[config.mk]
export PLATFORM = sky130hd
export DESIGN_NAME = neurotransmitter_level
export DESIGN_NICKNAME = d
export VERILOG_FILES = /design/src/rtl/neurotransmitter_level.sv
export SDC_FILE = /design/constraint.sdc
export NUM_CORES = 1
export LEC_CHECK = 0
export BUFFER_PORTS_ARGS = -buffer_cell sky130_fd_sc_hd__buf_2
export CELL_PAD_IN_SITES_DETAIL_PLACEMENT = 0
export CELL_PAD_IN_SITES_GLOBAL_PLACEMENT = 2
export CORE_MARGIN = 4
export CORE_UTILIZATION = 32
export CTS_CLUSTER_DIAMETER = 100
export CTS_CLUSTER_SIZE = 12
export DETAILED_ROUTE_END_ITERATION = 8
export PLACE_DENSITY = 0.85
export SLEW_MARGIN = 0
export SYNTH_ARGS = -nofsm -noshare
export SYNTH_HDL_FRONTEND = slang
export SYNTH_SLANG_ARGS = --single-unit
[constraint.sdc]
create_clock -name clk -period 2.7 [get_ports clk]
set_input_delay 0.81 -clock clk [delete_from_list [all_inputs] [get_ports clk]]
set_output_delay 0.81 -clock clk [all_outputs]
set_load 0.1 [all_outputs]
[src/rtl/neurotransmitter_level.sv]
// neurotransmitter_level: saturating level integrator fed by a regulator's
// inc/dec/fast requests. It updates once per prescaler wrap, drifts toward
// BASELINE after IDLE_UPDATES request-free updates, and publishes a 2-bit
// hysteresis-quantized code.
// Ports:
//   clk, rst        clock, asynchronous active-high reset
//   en              advance enable (0 freezes prescaler, idle counter, level)
//   inc, dec, fast  regulator requests, sampled only on update strobes
//   level           internal level register
//   level_q         quantized level (bus field), one cycle behind level
//   changed         one-cycle pulse when level_q changes
//   sat_hi, sat_lo  level at full scale / at zero
module neurotransmitter_level #(
  parameter int unsigned WIDTH         = 8,
  parameter int unsigned RESET_LEVEL   = 128,
  parameter int unsigned BASELINE      = 128,
  parameter int unsigned PRESCALE_BITS = 4,
  parameter int unsigned SLOW_STEP     = 1,
  parameter int unsigned FAST_STEP     = 4,
  parameter int unsigned IDLE_UPDATES  = 8,
  parameter int unsigned HYST          = 4
) (
  input  logic             clk,
  input  logic             rst,
  input  logic             en,
  input  logic             inc,
  input  logic             dec,
  input  logic             fast,
  output logic [WIDTH-1:0] level,
  output logic [1:0]       level_q,
  output logic             changed,
  output logic             sat_hi,
  output logic             sat_lo
);

  localparam int unsigned LW      = WIDTH + 1;
  localparam int unsigned IW      = (IDLE_UPDATES > 1) ? $clog2(IDLE_UPDATES) : 1;
  localparam int unsigned ZONE    = 1 << (WIDTH - 2);
  localparam logic [LW-1:0]    LVL_MAX = LW'((1 << WIDTH) - 1);
  localparam logic [WIDTH-1:0] BASE    = WIDTH'(BASELINE);

  logic [PRESCALE_BITS-1:0] pre;
  logic [IW-1:0]            idle_cnt;
  logic                     strobe_c;
  logic [LW-1:0]            level_ext;
  logic [LW-1:0]            step;
  logic [LW-1:0]            sum_up;
  logic [WIDTH-1:0]         level_nxt;
  logic [IW-1:0]            idle_nxt;
  logic [1:0]               q_up;
  logic [1:0]               q_dn;
  logic [1:0]               q_nxt;

  assign strobe_c  = en && (pre == '1);
  assign level_ext = {1'b0, level};
  assign step      = fast ? LW'(FAST_STEP) : LW'(SLOW_STEP);
  assign sum_up    = level_ext + step;

  // Level / idle-counter update on a strobe; dec dominates inc, clamped at both ends.
  always_comb begin
    level_nxt = level;
    idle_nxt  = idle_cnt;
    if (strobe_c) begin
      if (dec) begin
        level_nxt = (level_ext < step) ? '0 : WIDTH'(level_ext - step);
        idle_nxt  = '0;
      end else if (inc) begin
        level_nxt = (sum_up > LVL_MAX) ? '1 : WIDTH'(sum_up);
        idle_nxt  = '0;
      end else if (idle_cnt == IW'(IDLE_UPDATES - 1)) begin
        idle_nxt = '0;
        if (level > BASE) begin
          level_nxt = level - WIDTH'(1);
        end else if (level < BASE) begin
          level_nxt = level + WIDTH'(1);
        end
      end else begin
        idle_nxt = idle_cnt + IW'(1);
      end
    end
  end

  // Hysteresis quantizer: move up only past b_k+HYST, down only below b_k-HYST.
  always_comb begin
    q_up = '0;
    q_dn = '0;
    for (int k = 1; k <= 3; k++) begin
      if (level_ext >= LW'(k * ZONE + HYST)) q_up = q_up + 2'd1;
      if (level_ext >= LW'(k * ZONE - HYST)) q_dn = q_dn + 2'd1;
    end
    q_nxt = level_q;
    if (q_up > level_q) begin
      q_nxt = q_up;
    end else if (q_dn < level_q) begin
      q_nxt = q_dn;
    end
  end

  // State registers.
  always_ff @(posedge clk or posedge rst) begin
    if (rst) begin
      pre      <= '0;
      idle_cnt <= '0;
      level    <= WIDTH'(RESET_LEVEL);
      level_q  <= 2'(RESET_LEVEL >> (WIDTH - 2));
      changed  <= 1'b0;
    end else begin
      if (en) pre <= pre + PRESCALE_BITS'(1);
      idle_cnt <= idle_nxt;
      level    <= level_nxt;
      level_q  <= q_nxt;
      changed  <= (q_nxt != level_q);
    end
  end

  assign sat_hi = (level == '1);
  assign sat_lo = (level == '0);

endmodule

==> results_dict.tcl <==
set metrics [dict create \
    vias 1818 \
    drtAntennaViolNets 0 \
    synth.most_common_cell "nand2_1" \
    grt_overflow 0 \
    syn_inst 225 \
    insertion_delay_ns 0.25 \
    ys_ff_latch 18 \
    firstDrtPassIters 4 \
    gp_congestion 0.841 \
    path_class "register to register" \
    dp_hpwl_um 3960 \
    worst_clock_skew_ns 0.00678 \
    rr_worst_depth 12 \
    synthToLayoutAreaGrowth_pct 39.6 \
    grt_usage 0.148 \
    routedWlPerCell_um 14.5 \
    die_height_um 83.8 \
    yosysWarnings 0 \
    start_util 0.332 \
    fp.dieW_um 83.8 \
    synth_commonest_cells "nand2_1 (22), ha_1 (21), nor2_1 (20)" \
    drt_iter0_markers 102 \
    whs_path_depth 1 \
    period_needed_ns 2.87 \
    pin_count 19 \
    crit_required_ns 2.84 \
    hp-class "register to register" \
    coreArea_um2 5540 \
    setup_viol 7 \
    drt_wl_total_um 5110 \
    cts_made_buffers 3 \
    first_global_vias 1787 \
    holdBufCountCts 0 \
    final_util 0.463 \
    rsz0062_at_grt "yes" \
    period_share 1.06 \
    nFillCells 559 \
    ys_seq_area_frac 0.247 \
    critPathArrivalTime_ns 3.01 \
    drv_cap 0 \
    grt_pass1_wl_um 8510 \
    fmax_mhz 348 \
    relSlewSlack 0.509 \
    cp_max_fo 4 \
    synth.lib_cells_used.distinct 54 \
    hold_violations 0 \
    drc_errors 0 \
    slew_viol_final 0 \
    synth_top_flop_cell "dfrtp_1" \
    tightest_slew_ns 0.736 \
    synth_top_area_cell "dfrtp_1" \
    cts_tree "built" \
    ctsLongestPathBuffers 2 \
    synth.top_cells.by_area "dfrtp_1 (22%), ha_1 (14%), o21ai_0 (5.2%)" \
    synth_edf_count 0 \
    h-tree-depth 1 \
    status "finished, violations left" \
    synth_area_per_cell_um2 8.16 \
    failed_checks "setup timing" \
    clkTransAtPathRegs_ns 0.08 \
    dieArea_um2 7020 \
    syn-num-nets 253 \
    antenna_found_initial 0 \
    setup_slack_ns -0.170 \
    layout.nets 309 \
    synthArstFlopShare 1.00 \
    grt_max_degree 19 \
    cts-root-buf "clkbuf_8" \
    end_kind "register" \
    viasPerCell 5.16 \
    antennaDiodeCount 0 \
    io_buffers 18 \
    start_kind "register" \
    drive_above_1_share 0.400 \
    synth_area_um2 1840 \
    synth_top_area_share 0.218 \
    rows 27 \
    cts_sinks 18 \
]
-- registers in the layout, summed over array words and instances, names as in the netlist --
name      count
level         8
changed       1
pre           4
idle_cnt      3
level_q       2
-- through the flow --
stage	hold slack (ns)	setup WS (ns)	setup TNS [ns]	instances	instance area, um2
final	0.472	-0.170	-0.708	352	2560
after global routing	0.502	-0.269	-1.62	352	2560
after CTS	0.477	-0.156	-0.690	348	2460
after detailed placement	0.467	-0.323	-1.42	342	2350
after global placement	0.467	-0.274	-1.10	342	2350
after floorplan	0.446	-0.475	-3.00	225	1910
-- cell usage in the layout (no fill, tap or decap), drive strengths merged, types with 4 or more instances in the layout --
master	count
nand3	4
ha	21
nor2b	4
and2	4
clkbuf	4
nand2	22
xor2	4
mux2	4
inv	16
dfrtp	16
xnor2	7
o21ai	19
a21oi	10
nor3	4
buf	62
o211ai	5
nor2	20
nor4	4
-- area by class of cell --
cell class	count	area (um2)	area share
Timing Repair Buffer	62	454	0.177
Clock buffer	4	55.1	0.0215
Sequential cell	18	469	0.183
Inverter	16	60.1	0.0234
Tap cell	72	90.1	0.0351
Multi-Input combinational cell	180	1440	0.560
-- layer usage --
metal | routed length (um) | global-route usage | vias up
li1 | - | - | 918
met1 | 2480 | 0.205 | 859
met2 | 2360 | 0.240 | 35
met3 | 203 | 0.0227 | 6
met4 | 63 | 0.0380 | 0
met5 | 0 | 0 | -
-- worst max-delay path, cell delays in order (launching register included) --
cell and delay, ns:
dfrtp_4 0.48, or4_4 0.56, a21oi_4 0.17, inv_1 0.06, ha_2 0.17, inv_2 0.05
mux2i_2 0.07, ha_1 0.32, nor2b_4 0.14, o21ai_4 0.18, mux2_4 0.34, xnor2_2 0.15
nand2_1 0.06
-- cell families after synthesis --
| group | count (synthesis) | share of synthesized area |
|---|---|---|
| flops | 18 | 0.247 |
| mux | 7 | 0.0409 |
| simple gates | 79 | 0.215 |
| xor+xnor | 11 | 0.0525 |
| compound gates | 60 | 0.223 |
| fa+ha+maj | 23 | 0.160 |
| buf+inv | 27 | 0.0627 |
-- what timing repair did --
item,4_1_cts,5_1_grt
gates resized for setup,10,17
setup endpoints to repair,9,10
buffers inserted,2,4
pin swaps,6,9
-- worst paths after layout --
| kind | startpoint | to | slack (ns) |
|---|---|---|---|
| max | level[3] | changed | -0.17 |
| min | pre[3] | pre[3] | 0.47 |
| max reg2reg | level[3] | changed | -0.17 |
| min reg2reg | pre[3] | pre[3] | 0.47 |
| max in group asynchronous | rst | level[3] | 1.49 |
| min in group asynchronous | rst | level[0] | 0.67 |
Power is not shown: default switching activity piles up to over one toggle a cycle in this logic, so the estimate is an artifact.
